<file path="src/rtl/fp_wb_if.sv">
// Bus bundle between the FPU intermediate-result producers, the write-back
// arbiter and the normalize/round stage.
interface fp_wb_if #(
    parameter int NUM_WB_UNITS = 4,
    parameter int ID_W         = 3,
    parameter int PAYLOAD_W    = 76,
    parameter int UNIT_W       = 2
);
    logic [NUM_WB_UNITS-1:0]                unit_done;
    logic [NUM_WB_UNITS-1:0][ID_W-1:0]      unit_id;
    logic [NUM_WB_UNITS-1:0][PAYLOAD_W-1:0] unit_payload;
    logic [NUM_WB_UNITS-1:0]                unit_ack;
    logic                                   out_valid;
    logic                                   out_ready;
    logic [ID_W-1:0]                        out_id;
    logic [PAYLOAD_W-1:0]                   out_payload;
    logic [UNIT_W-1:0]                      out_unit;

    // Arbiter view.
    modport slave (
        input  unit_done, unit_id, unit_payload, out_ready,
        output unit_ack, out_valid, out_id, out_payload, out_unit
    );

    // Producer / normalize-stage view.
    modport master (
        output unit_done, unit_id, unit_payload, out_ready,
        input  unit_ack, out_valid, out_id, out_payload, out_unit
    );
endinterface

</file>
<file path="src/rtl/fp_wb_arbiter.sv">
// Round-robin arbiter collecting unnormalized FPU results into one registered
// output slot. Define FP_WB_FIXED_PRIORITY_EN for lowest-index-wins priority.
module fp_wb_arbiter #(
    parameter int NUM_WB_UNITS = 4,
    parameter int ID_W         = 3,
    parameter int PAYLOAD_W    = 76,
    parameter int UNIT_W       = 2
) (
    input  logic  clk,
    input  logic  rst,
    fp_wb_if.slave bus
);

    logic                    can_load_s;
    logic                    grant_vld_s;
    logic                    load_s;
    logic [UNIT_W-1:0]       grant_idx_s;
    logic [UNIT_W-1:0]       cand_s;
    logic [NUM_WB_UNITS-1:0] ack_s;

    logic                    out_valid_d, out_valid_q;
    logic [ID_W-1:0]         out_id_d, out_id_q;
    logic [PAYLOAD_W-1:0]    out_payload_d, out_payload_q;
    logic [UNIT_W-1:0]       out_unit_d, out_unit_q;

`ifndef FP_WB_FIXED_PRIORITY_EN
    logic [UNIT_W-1:0]       rr_ptr_d, rr_ptr_q;
`endif

    assign can_load_s = ~out_valid_q | bus.out_ready;
    assign load_s     = can_load_s & grant_vld_s;

    // Grant search: walk candidates from last to first so the first hit wins.
    always_comb begin
        int sum_v;
        grant_vld_s = 1'b0;
        grant_idx_s = {UNIT_W{1'b0}};
        cand_s      = {UNIT_W{1'b0}};
        sum_v       = 0;
        for (int k = NUM_WB_UNITS - 1; k >= 0; k--) begin
`ifdef FP_WB_FIXED_PRIORITY_EN
            sum_v  = k;
`else
            sum_v  = int'(rr_ptr_q) + k;
            sum_v  = (sum_v >= NUM_WB_UNITS) ? (sum_v - NUM_WB_UNITS) : sum_v;
`endif
            cand_s      = UNIT_W'(sum_v);
            grant_idx_s = bus.unit_done[cand_s] ? cand_s : grant_idx_s;
            grant_vld_s = grant_vld_s | bus.unit_done[cand_s];
        end
    end

    // One-hot acknowledge in the same cycle the winner is captured.
    always_comb begin
        ack_s = {NUM_WB_UNITS{1'b0}};
        for (int i = 0; i < NUM_WB_UNITS; i++) begin
            ack_s[i] = load_s & ~rst & (grant_idx_s == UNIT_W'(i));
        end
    end

    assign bus.unit_ack = ack_s;

    // Output slot next state: load (also covers drain+load), drain, or hold.
    always_comb begin
        out_valid_d   = out_valid_q;
        out_id_d      = out_id_q;
        out_payload_d = out_payload_q;
        out_unit_d    = out_unit_q;
        if (load_s) begin
            out_valid_d   = 1'b1;
            out_id_d      = bus.unit_id[grant_idx_s];
            out_payload_d = bus.unit_payload[grant_idx_s];
            out_unit_d    = grant_idx_s;
        end else if (out_valid_q & bus.out_ready) begin
            out_valid_d   = 1'b0;
        end else begin
            out_valid_d   = out_valid_q;
        end
    end

`ifndef FP_WB_FIXED_PRIORITY_EN
    // Pointer moves past the winner only when a result is actually taken.
    always_comb begin
        rr_ptr_d = rr_ptr_q;
        if (load_s) begin
            rr_ptr_d = (grant_idx_s == UNIT_W'(NUM_WB_UNITS - 1)) ? {UNIT_W{1'b0}}
                                                                  : grant_idx_s + UNIT_W'(1'b1);
        end else begin
            rr_ptr_d = rr_ptr_q;
        end
    end

    // Round-robin pointer register.
    always_ff @(posedge clk) begin
        if (rst) begin
            rr_ptr_q <= {UNIT_W{1'b0}};
        end else begin
            rr_ptr_q <= rr_ptr_d;
        end
    end
`endif

    // Output slot registers.
    always_ff @(posedge clk) begin
        if (rst) begin
            out_valid_q   <= 1'b0;
            out_id_q      <= {ID_W{1'b0}};
            out_payload_q <= {PAYLOAD_W{1'b0}};
            out_unit_q    <= {UNIT_W{1'b0}};
        end else begin
            out_valid_q   <= out_valid_d;
            out_id_q      <= out_id_d;
            out_payload_q <= out_payload_d;
            out_unit_q    <= out_unit_d;
        end
    end

    assign bus.out_valid   = out_valid_q;
    assign bus.out_id      = out_id_q;
    assign bus.out_payload = out_payload_q;
    assign bus.out_unit    = out_unit_q;

endmodule

</file>
<file path="src/flat_wrapper.sv">
// flat-port wrapper written by rule: the top's interface ports become plain ports
module fp_wb_arbiter_flat 
#(
    parameter int NUM_WB_UNITS = 4,
    parameter int ID_W         = 3,
    parameter int PAYLOAD_W    = 76,
    parameter int UNIT_W       = 2
)
  (clk, rst, bus_unit_done, bus_unit_id, bus_unit_payload, bus_out_ready, bus_unit_ack, bus_out_valid, bus_out_id, bus_out_payload, bus_out_unit);
  fp_wb_if #(.NUM_WB_UNITS(NUM_WB_UNITS), .ID_W(ID_W), .PAYLOAD_W(PAYLOAD_W), .UNIT_W(UNIT_W)) bus_i ();
  input  logic clk;
  input  logic rst;
  input wire logic [$bits(bus_i.unit_done)-1:0] bus_unit_done;
  input wire logic [$bits(bus_i.unit_id)-1:0] bus_unit_id;
  input wire logic [$bits(bus_i.unit_payload)-1:0] bus_unit_payload;
  input wire logic [$bits(bus_i.out_ready)-1:0] bus_out_ready;
  output wire logic [$bits(bus_i.unit_ack)-1:0] bus_unit_ack;
  output wire logic [$bits(bus_i.out_valid)-1:0] bus_out_valid;
  output wire logic [$bits(bus_i.out_id)-1:0] bus_out_id;
  output wire logic [$bits(bus_i.out_payload)-1:0] bus_out_payload;
  output wire logic [$bits(bus_i.out_unit)-1:0] bus_out_unit;
  assign bus_i.unit_done = bus_unit_done;
  assign bus_i.unit_id = bus_unit_id;
  assign bus_i.unit_payload = bus_unit_payload;
  assign bus_i.out_ready = bus_out_ready;
  assign bus_unit_ack = bus_i.unit_ack;
  assign bus_out_valid = bus_i.out_valid;
  assign bus_out_id = bus_i.out_id;
  assign bus_out_payload = bus_i.out_payload;
  assign bus_out_unit = bus_i.out_unit;
  fp_wb_arbiter #(.NUM_WB_UNITS(NUM_WB_UNITS), .ID_W(ID_W), .PAYLOAD_W(PAYLOAD_W), .UNIT_W(UNIT_W)) u_core (.clk(clk), .rst(rst), .bus(bus_i));
endmodule
</file>
<file path="config.mk">
export PLATFORM = sky130hd
export DESIGN_NAME = fp_wb_arbiter_flat
export DESIGN_NICKNAME = d
export VERILOG_FILES = /design/src/rtl/fp_wb_if.sv /design/src/rtl/fp_wb_arbiter.sv /design/src/flat_wrapper.sv
export SDC_FILE = /design/constraint.sdc
export NUM_CORES = 1
export LEC_CHECK = 0
export BUFFER_PORTS_ARGS = -buffer_cell sky130_fd_sc_hd__buf_2
export CAP_MARGIN = 20
export CORE_AREA = 4 4 158 160
export CTS_BUF_LIST = sky130_fd_sc_hd__clkbuf_16
export CTS_CLUSTER_SIZE = 10
export DETAILED_ROUTE_END_ITERATION = 16
export DIE_AREA = 0 0 162 164
export SYNTH_ARGS = -nofsm -noshare
export SYNTH_HDL_FRONTEND = slang
export SYNTH_SLANG_ARGS = --single-unit
</file>
<file path="constraint.sdc">
create_clock -name clk -period 3.3 [get_ports clk]
set_input_delay 0.33 -clock clk [delete_from_list [all_inputs] [get_ports clk]]
set_output_delay 0.33 -clock clk [all_outputs]
set_load 0.01 [all_outputs]
</file>
* Word-level counts from Yosys, hierarchy flattened
Index checks and enable logic that the tools add are counted.
** Cells by class
- Add/sub/neg operators :: 8
- $lt $le $gt $ge :: 9
- Equal/unequal tests :: 3
- Mux-type cells :: 23
- Bitwise logic cells :: 13
- Reductions and logical operators :: 2
** Operators with widths (count)
- $bmux W76 S2 :: 1
- $mux W76 :: 1
- $mux W2 :: 9
- $lt A2 B3 Y1 const B :: 5
- $ge A3 B3 Y1 const B :: 3
- $bmux W1 S2 :: 4
- $sub A2 B1 Y2 const B :: 4
- $and A1 B1 Y1 :: 7
- $add A2 B2 Y3 const B :: 2
- $bmux W3 S2 :: 1
- $mux W1 :: 6
- $eq A2 B2 Y1 const B :: 2
- $or A1 B1 Y1 :: 4
- $add A2 B1 Y3 const B :: 1
- $ge A2 B3 Y1 const B :: 1
- $mux W3 :: 1
- $add A2 B1 Y2 const B :: 1
- $eq A2 B1 Y1 const B :: 1
- $logic_not A2 Y1 :: 1
- $not A1 Y1 :: 2
- $reduce_bool A2 Y1 :: 1
** Storage, ports and cells
- Bits in registers :: 84
- Input bits :: 323
- Output and inout bits :: 86
- Logic and storage cells :: 63

* Longest topological paths before layout
Gate-level depths: netlist of run 1.
- Word-level depth :: 11
- Gate-level depth with buffers :: 8
- Depth with buffers taken out :: 5

* Worst setup path after synthesis of run 1
Ideal clock, no wire load.
- Kind :: in2out
- From :: input bus_unit_done[0]
- To :: output bus_unit_ack[1]
- Arrival :: 1.681 ns
- Data required time :: 2.970 ns
- Setup slack :: 1.289 ns
- Stages :: 7
- Buffers on the path :: 3
- Cell sequence :: nor2b_1 or4_4 and2_1 buf_6 buf_12 buf_12 nor2_1
** Between the ends
- Cells in the longest elaborated chain, start to end :: 8
- Elaborated cells on any way between the ends :: 19
- Those cells by class :: eq/ne: 1; mux: 12; bitwise: 6
** Ends and longest elaborated chain
- start, declared :: RTL line flat_wrapper.sv:13 : input wire logic [$bits(bus_i.unit_done)-1:0] bus_unit_done;
- $bmux W1 S2 :: RTL line fp_wb_arbiter.sv:48, fp_wb_arbiter.sv:49
- $mux W1 (implied by the code) :: RTL line fp_wb_arbiter.sv:48, fp_wb_arbiter.sv:49
- $mux W2 / $or A1 B1 Y1 (equally long branches) (3 in a row) :: RTL line fp_wb_arbiter.sv:48, fp_wb_arbiter.sv:49
- $mux W2 / $and A1 B1 Y1 (equally long branches) :: RTL line fp_wb_arbiter.sv:48, fp_wb_arbiter.sv:31
- $eq A2 B1 Y1 / $and A1 B1 Y1 (equally long branches) :: RTL line fp_wb_arbiter.sv:57 : ack_s[i] = load_s & ~rst & (grant_idx_s == UNIT_W'(i));
- $and A1 B1 Y1 (*) :: RTL line fp_wb_arbiter.sv:57
- end, declared :: RTL line flat_wrapper.sv:17 : output wire logic [$bits(bus_i.unit_ack)-1:0] bus_unit_ack;
Every way passes the cells marked *; elsewhere a longest branch is shown, timed or not. The select of a mux whose other input is x is not followed.

* Worst setup path in the final report of run 1
- From :: register u_core.rr_ptr_q[0]
- To :: output bus_unit_ack[1]
** Between the ends
- Cells in the longest elaborated chain, start to end :: 11
- Elaborated cells on any way between the ends :: 34
- Those cells by class :: add/sub: 7; order compare: 4; eq/ne: 1; mux: 16; bitwise: 6
** Ends and longest elaborated chain
- start, declared :: RTL line fp_wb_arbiter.sv:27 : logic [UNIT_W-1:0] rr_ptr_d, rr_ptr_q;
- start signal, assigned :: RTL line fp_wb_arbiter.sv:96 : rr_ptr_q <= {UNIT_W{1'b0}};
- start signal, assigned :: RTL line fp_wb_arbiter.sv:98 : rr_ptr_q <= rr_ptr_d;
- $add A2 B2 Y3 :: RTL line fp_wb_arbiter.sv:44 : sum_v = int'(rr_ptr_q) + k;
- $ge A3 B3 Y1 / $sub A2 B1 Y2 (equally long branches) :: RTL line fp_wb_arbiter.sv:45 : sum_v = (sum_v >= NUM_WB_UNITS) ? (sum_v - NUM_WB_UNITS) : sum_v;
- $mux W2 :: RTL line fp_wb_arbiter.sv:45
- $bmux W1 S2 :: RTL line fp_wb_arbiter.sv:48, fp_wb_arbiter.sv:49
- $mux W1 (implied by the code) :: RTL line fp_wb_arbiter.sv:48, fp_wb_arbiter.sv:49
- $mux W2 / $or A1 B1 Y1 (equally long branches) (3 in a row) :: RTL line fp_wb_arbiter.sv:48, fp_wb_arbiter.sv:49
- $mux W2 / $and A1 B1 Y1 (equally long branches) :: RTL line fp_wb_arbiter.sv:48, fp_wb_arbiter.sv:31
- $eq A2 B1 Y1 / $and A1 B1 Y1 (equally long branches) :: RTL line fp_wb_arbiter.sv:57
- $and A1 B1 Y1 (*) :: RTL line fp_wb_arbiter.sv:57
Marks and branches as above.

==> key figures, run 1 <==
Synthesis
  • Top area cells in the synthesized netlist: dfxtp_1, mux2i_1, o221ai_1, nand2_1, buf_12
  • Cells after Synth: 482
  • Top-area cell type share of the netlist area: 34.9%
  • Post-synthesis register bit count: 84
  • Most used DFF post-synth: dfxtp_1
  • Synth Warn #: 0
  • Asr flop ratio synth: 0%
  • Post-synth EDFFs: 0
  • Post-synthesis sequential area ratio: 34.9%
  • Syn avg cell area: 9.99 um^2
  • Unique masters post-synth: 25
  • Largest area contributor in the netlist: dfxtp_1
  • Post-Syn Area: 4810 um^2
  • Syn_nets: 805

Global route
  • Pin count of the biggest net entering global routing: 48
  • Global-route wire length before repair: 28.5 mm
  • Initial antenna violation count: 1
  • GRT Overall Usage: 13.5%
  • Grt ovf: 0
  • Vias in the first global route: 5,512

Drt
  • Vias/cell: 4.44
  • DR DRC count: 0
  • Initial DRC Count: 232
  • Via count: 5,329
  • DRT antenna net count: 0
  • Total wire length: 19.4 mm
  • Wire per inst: 16.2 um
  • Detailed Routing Iterations Pass 1: 4

CTS
  • Setup Fix Bufs, Post-CTS: 0
  • Clock Sinks: 84
  • Post-CTS Resized: 0
  • Clock Tree Root: clkbuf_16
  • Clock Latency Late Sink: 0.34 ns
  • Reg clk slew, reported paths: 0.06 ns
  • Hold buffer count at CTS: 0
  • CTS Buf Count: 9
  • CTS tree: done
  • Htree depth: 3
  • Clock Path Buffers: 2

Floorplanning
  • Num ports: 409
  • Die ar.: 26,600 um^2
  • Initial Util: 20.6%
  • CORE AREA: 23,400 um^2
  • Die W: 162 um
  • Die height: 164 um
  • Row cnt: 56

Flow run
  • Max-cap violation count: 0

Placed design
  • Place WS: 0.781 ns
  • Placed Cells: 1,184
  • Routability cong.: 0.842
  • Port buffer count: 408
  • Placed inst area: 7100 um^2
  • HPWL Detailed: 15.6 mm

Setup path
  • Critical-path top delay cell: and2_4
  • Critical path endpoint: bus_unit_ack[1]
  • Kind of critical path: reg2out
  • R2R depth: 6
  • Crit start category: flop
  • Crit. End Element: primary output
  • Delay-heaviest family, CP: simple AND/OR/NAND/NOR gates
  • CP cell instances: nand2b_1 -> o211ai_1 -> and2_4 -> nor2_1 -> buf_2
  • CP Depth: 5
  • Origin of the critical flop-to-flop path: u_core.rr_ptr_q[0]
  • Crit path from: u_core.rr_ptr_q[0]
  • R2R Path End: u_core.bus.out_payload[50]
  • Critical Path RT: 2.97 ns
  • FF-to-FF setup slack: 1.02 ns
  • Arr. time, crit path: 2.05 ns
  • Crit path buffers/inverters: 1
  • CP max stage delay: 0.77 ns
  • Worst-path fanout max: 47

Finish
  • Design area: 7390 um^2
  • Layout Nets: 1,199
  • Multi-input logic area: 2790 um^2
  • Fill cells: 2,506
  • Finished Layout Cells: 1,201
  • Area grow syn2layout: 53.5%
  • Layout cells sized above 1: 50.5%
  • Post-Route Utilization: 31.6%
  • FF/Latch Area: 1680 um^2

Timing
  • Fmax: 420 MHz
  • Hold Fails Final Rpt: 0
  • Period minus WS final: 2.38 ns
  • Setup TNS: 0 ns
  • Worst-margin pin slew: 0.865 ns
  • Tcrit/Tclk final: 72.1%
  • RSZ-0062 raised after global routing: no
  • Final worst setup slack: 0.919 ns
  • Endpoints failing setup: 0
  • Max-Slew Margin vs Limit: 42.3%
  • Max Slew Vio Count: 0
  • Max Clock Skew: 0.00816 ns

Min path
  • Worst hold path type: in2reg

Power
  • Power density over cell area: 491 nW/um^2
  • Pleak: 4.11 nW
  • Switch Pwr: 0.00120 W
  • Int Pwr: 0.00242 W
  • Comb pwr share: 36.7%
  • Peak supply drop: 0.193 mV
  • Clock Power Share: 27.9%
  • Sequential share of power: 35.3%
  • Sw Share: 33.2%

Status
  • Status: complete, no violations
[routing by layer]
metal | vias to the layer above | wire [um] | share of wire, % | GRT usage, %
met5 | - | 0 | 0 | 0
met4 | 0 | 369 | 1.9 | 4.58
met3 | 22 | 1520 | 7.8 | 3.14
met2 | 247 | 9930 | 51 | 24.6
met1 | 2443 | 7620 | 39 | 15.6
li1 | 2617 | - | - | -
[worst register-to-register path: cells and delay by family (launching register included)]
kind            cells  cell delay, ns
simple gates        2            0.93
buf+inv             1            0.37
flops               1            0.32
compound gates      2            0.29
mux                 1            0.24
[stage by stage]
| stage | total power (W) | hold WS, ns |
|---|---|---|
| 3_5_place_dp | 0.00265 | 0.441 |
| 2_1_floorplan | 0.00217 | 0.476 |
| 5_1_grt | 0.00385 | 0.288 |
| 4_1_cts | 0.00370 | 0.254 |
| 6_report | 0.00363 | 0.281 |
| 3_3_place_gp | 0.00264 | 0.439 |
[power by group through the flow]
stage          logic [W]  registers, W  clock network, W
2_1_floorplan   0.000793       0.00137                 0
3_3_place_gp     0.00134       0.00131                 0
3_5_place_dp     0.00135       0.00130                 0
4_1_cts          0.00135       0.00128           0.00107
5_1_grt          0.00145       0.00130           0.00110
6_report         0.00133       0.00128           0.00101
[placed cells by master (no fill, tap or decap)]
master      count
nand2_4         1
bufinv_16       1
nor3_1          1
or4_4           1
o22a_1          1
diode_2         1
nand2_1        83
clkinv_2        1
inv_1           4
nor4_1          1
a211oi_1        1
buf_12          3
dfxtp_1        84
o221ai_1       79
and2_4          1
a21o_1          1
nor2_1         10
xnor2_1         1
a21oi_1         5
buf_4          16
nand2b_4        1
nor2_4          1
clkinvlp_4      2
clkbuf_16       9
nand2b_1        2
mux2i_1       158
a21boi_0        1
o211ai_1        1
nor2b_1         3
buf_2         408
[kinds of logic after synthesis]
group	Yosys count	share of synthesized area, %
multiplexers	158	32.8
AO/OA/AOI/OAI	89	15.7
XOR/XNOR	1	0.182
buffers and inverters	45	7.56
AND/OR/NAND/NOR	105	8.78
flip-flops	84	34.9
[area by class of cell]
class                      count  area share, %
inverter                       1         0.0508
antenna                        1         0.0339
tap                          319           5.40
multi-input combinational    353           37.8
sequential                    84           22.8
timing repair buffer         427           30.1
clock buffer                   9           3.05
clock inverter                 7          0.830
[Yosys cell counts, types with 3 or more instances]
master    instances
clkbuf_1         23
mux2i_1         158
o221ai_1         79
nand2b_1          3
buf_2             8
nand2_1          84
buf_12           10
nor2b_1           3
a21oi_1           5
nor2_1           11
dfxtp_1          84
[worst min-delay path by stage]
stage | start | endpoint | slack (ns) | depth (start not counted)
2_1_floorplan | u_core.rr_ptr_q[0] | u_core.rr_ptr_q[0] | 0.48 | 2
3_3_place_gp | u_core.bus.out_payload[33] | u_core.bus.out_payload[33] | 0.44 | 2
3_5_place_dp | u_core.bus.out_payload[53] | u_core.bus.out_payload[53] | 0.44 | 2
4_1_cts | rst | u_core.bus.out_valid | 0.25 | 2
5_1_grt | bus_unit_payload[124] | u_core.bus.out_payload[48] | 0.29 | 3
6_report | rst | u_core.bus.out_valid | 0.28 | 2
[sequential cells by signal (all words and copies together) (netlist names)]
| register | flops |
|---|---|
| u_core.bus.out_id | 3 |
| u_core.bus.out_payload | 76 |
| u_core.bus.out_unit | 2 |
| u_core.bus.out_valid | 1 |
| u_core.rr_ptr_q | 2 |
(Power assumes the default switching activity.)
==> inputs of run 2 (changes only) <==
- ABC_AREA: not set -> 1
- CORE_AREA: 4 4 158 160 -> 4 4 155 157
- DIE_AREA: 0 0 162 164 -> 0 0 159 161
- clock period: 3.3 -> 2.4 ns (I/O delays scaled with it)
==> run 2 against run 1 <==
Compared with the run above:
- via count increased by 53%
- routed wire length up 36%
- sequential cell count did not move
- largest cell class unchanged
==> key figures, run 2 <==
Min path
  • Worst Hold Path Cells: 3 (+1)
  • Worst hold path type: in2reg
  • WHS Endpoint: u_core.bus.out_payload[51]
  • Min-Delay Startpoint: bus_unit_payload[203]

Placed design
  • Port buffer count: 408 (unchanged)
  • HPWL Detailed: 19.9 mm (+28%)
  • Placed inst area: 8310 um^2 (+17%)
  • Routability cong.: 0.876 (+4.0%)

Floorplanning
  • Die ar.: 25,600 um^2 (-3.6%)
  • Initial Util: 26.7% (+6.1 points)
  • Die height: 161 um (-1.8%)
  • CORE AREA: 22,500 um^2 (-3.8%)
  • Die W: 159 um (-1.9%)
  • Num ports: 409 (unchanged)
  • Row cnt: 55 (-1.8%)

Timing
  • Fmax: 446 MHz
  • Hold Fails Final Rpt: 0 (unchanged)
  • Worst-margin pin slew: 0.483 ns (-0.383 ns)
  • Max Slew Vio Count: 0 (unchanged)
  • Tcrit/Tclk final: 93.4%
  • Period minus WS final: 2.24 ns
  • Endpoints failing setup: 0 (unchanged)
  • Max Clock Skew: 0.0111 ns (+0.00294 ns)
  • RSZ-0062 raised after global routing: no
  • Max-Slew Margin vs Limit: 67.8% (+25 points)
  • Fin Hold WS: 0.138 ns (-0.143 ns)
  • Setup TNS: 0 ns (unchanged)

Drt
  • Wire length on met2: 13.0 mm (+31%)
  • Vias/cell: 4.57 (+3.1%)
  • DRT antenna net count: 0 (unchanged)
  • Metal1 wirelength: 10.7 mm (+41%)
  • Detailed Routing Iterations Pass 1: 7 (+3)
  • Met3 wire len: 1.85 mm (+22%)
  • Via count: 8,133 (+53%)
  • Initial DRC Count: 420 (+81%)
  • DR DRC count: 0 (unchanged)
  • Top sig layer: met5
  • Total wire length: 26.4 mm (+36%)
  • Wire per inst: 14.8 um (-8.4%)

Flow run
  • Max-cap violation count: 0 (unchanged)

CTS
  • Clock Path Buffers: 2 (unchanged)
  • Clock Tree Root: clkbuf_16
  • CTS Buf Count: 9 (unchanged)
  • Clock Sinks: 84 (unchanged)
  • Hold buffer count at CTS: 0 (unchanged)
  • Reg clk slew, reported paths: 0.06 ns (about the same)
  • Htree depth: 3 (unchanged)
  • CTS tree: done
  • Clock Latency Late Sink: 0.34 ns (about the same)

Synthesis
  • Asr flop ratio synth: 0% (unchanged)
  • Syn_nets: 1,444 (+79%)
  • Top cells by count, synth: nand2_1, nand3_1, nor2_1
  • Cells after Synth: 1,121 (+130%)
  • Most common cell in the netlist: nand2_1
  • Syn avg cell area: 5.36 um^2 (-46%)
  • Post-synth EDFFs: 0 (unchanged)
  • Top area cells in the synthesized netlist: nand2_1, dfxtp_1, nand3_1, nor2_1, inv_1
  • Top-area cell type share of the netlist area: 29.8% (-5.1 points)
  • Post-synthesis register bit count: 84 (unchanged)
  • Largest area contributor in the netlist: nand2_1
  • Post-synthesis sequential area ratio: 28.0% (-7.0 points)
  • Unique masters post-synth: 17 (-32%)
  • Synth Warn #: 0 (unchanged)
  • Most used DFF post-synth: dfxtp_1
  • Post-Syn Area: 6010 um^2 (+25%)

Global route
  • Initial antenna violation count: 2 (+1)
  • Grt ovf: 0 (unchanged)
  • Global-route wire length before repair: 40.0 mm (+40%)
  • Vias in the first global route: 7,706 (+40%)
  • Pin count of the biggest net entering global routing: 73 (+52%)
  • GRT Overall Usage: 19.2% (+5.7 points)

Power
  • Power density over cell area: 1500 nW/um^2 (+210%)
  • Pleak: 5.25 nW (+28%)
  • Peak supply drop: 0.978 mV (+410%)

Setup path
  • CP cell instances: inv_2 -> nand2_1 -> nand3_1 -> nand2_1 -> nand3_1 -> nand2_1 -> nand2_2 -> nand2_4 -> buf_16 -> nand2_1 -> nor2_1 -> buf_2
  • R2R depth: 15 (+9)
  • Cell repeated most along the worst path: nand2_1
  • Crit start category: flop
  • CP max stage delay: 0.41 ns (-0.36 ns)
  • R2R Path End: u_core.bus.out_payload[34]
  • FF-to-FF setup slack: 0.33 ns (-0.69 ns)
  • Worst-path fanout max: 23 (-51%)
  • Kind of critical path: reg2out
  • Arr. time, crit path: 2.00 ns (-0.05 ns)
  • Critical-path top delay cell: dfxtp_4
  • Critical Path RT: 2.16 ns (-0.81 ns)
  • Origin of the critical flop-to-flop path: u_core.rr_ptr_q[0]
  • Crit. End Element: primary output

Finish
  • Design area: 8690 um^2 (+18%)
  • Number of flip-flops under the largest register name: 76 (unchanged)
  • Layout cells sized above 1: 30.8% (-20 points)
  • Most frequent cells in the layout: nand2_1, buf_2, nand3_1
  • FF/Latch Area: 1690 um^2 (+0.30%)
  • Multi-input logic area: 3530 um^2 (+26%)
  • Area grow syn2layout: 44.5%
  • Fill cells: 2,553 (+1.9%)
  • Layout Nets: 1,812 (+51%)
  • Ant. Diodes: 0 (-1)
  • Most common cell after layout, fill and taps aside: nand2_1

Status
  • Status: complete, no violations
-- run 2: cell types whose count changed in the layout (fill, tap and decap cells not counted), moves of 5 or more --
cell / previous run / this run
nand2_1: 83 / 475
inv_1: 4 / 109
buf_12: 3 / 9
inv_2: 0 / 5
buf_4: 16 / 11
nor2_1: 10 / 127
a21oi_1: 5 / 62
o221ai_1: 79 / 0
mux2i_1: 158 / 0
nand3_1: 0 / 169
-- run 2: cells by family after synthesis --
kind of cell              share of synthesized area, %
and+or+nand+nor                                   52.3
xor gates and xnor gates                         0.146
buffers and inverters                             13.9
AOI/OAI and AO/OA                                 5.66
DFF                                               28.0
-- run 2: final cells by class --
class,count,share of cell area (%)
Clock inverter,6,0.662
Inverter,114,5.01
Sequential cell,84,19.4
Timing Repair Buffer,432,27.6
Tap cell,285,4.10
Clock buffer,9,2.59
Multi-Input combinational cell,848,40.6
-- run 2: worst max-delay path by stage --
stage,end,slack [ns],cells past startpoint,start
after global routing,bus_unit_ack[2],0.007,10,u_core.rr_ptr_q[0]
after CTS,bus_unit_ack[3],0.005,12,u_core.rr_ptr_q[1]
after detailed placement,bus_unit_ack[3],0.12,12,u_core.rr_ptr_q[0]
after global placement,bus_unit_ack[3],0.16,12,u_core.rr_ptr_q[0]
final,bus_unit_ack[3],0.16,12,u_core.rr_ptr_q[0]
after floorplan,bus_unit_ack[1],0.39,10,u_core.rr_ptr_q[0]
-- run 2: worst max-delay path: cells and delay by family, from the launching register on --
kind / cells / cell delay, ns
buffers and inverters: 3 / 0.39
DFF: 1 / 0.41
and+or+nand+nor: 9 / 0.85
-- run 2: what timing repair did --
item                       4_1_cts  5_1_grt
gates cloned                     1        1
resized for setup                5        7
buffers inserted                 0        1
setup endpoints to repair        4        4
pin swaps                        0        2
-- run 2: stage by stage --
stage / setup slack [ns] / power (W) / instances / util, %
finish: 0.158 / 0.0131 / 1778 / 38.6
global route: 0.00698 / 0.0144 / 1778 / 38.6
CTS: 0.00489 / 0.0130 / 1776 / 38.4
detailed placement: 0.116 / 0.0114 / 1760 / 36.9
global placement: 0.161 / 0.0113 / 1760 / 36.9
floorplan: 0.393 / 0.00858 / 1121 / -
-- run 2: report_power, final --
| group | total (W) | internal (W) | leakage (nW) | switching (W) |
|---|---|---|---|---|
| logic | 0.00928 | 0.00335 | 4.42 | 0.00593 |
| clock network | 0.00138 | 0.000793 | 0.136 | 0.000590 |
| registers | 0.00239 | 0.00206 | 0.702 | 0.000328 |
-- run 2: routing by layer --
metal / global-route usage, % / up-vias
met5: 0 / -
met4: 7.10 / 2
met3: 3.98 / 42
met2: 34.5 / 339
met1: 22.5 / 3583
li1: - / 4167
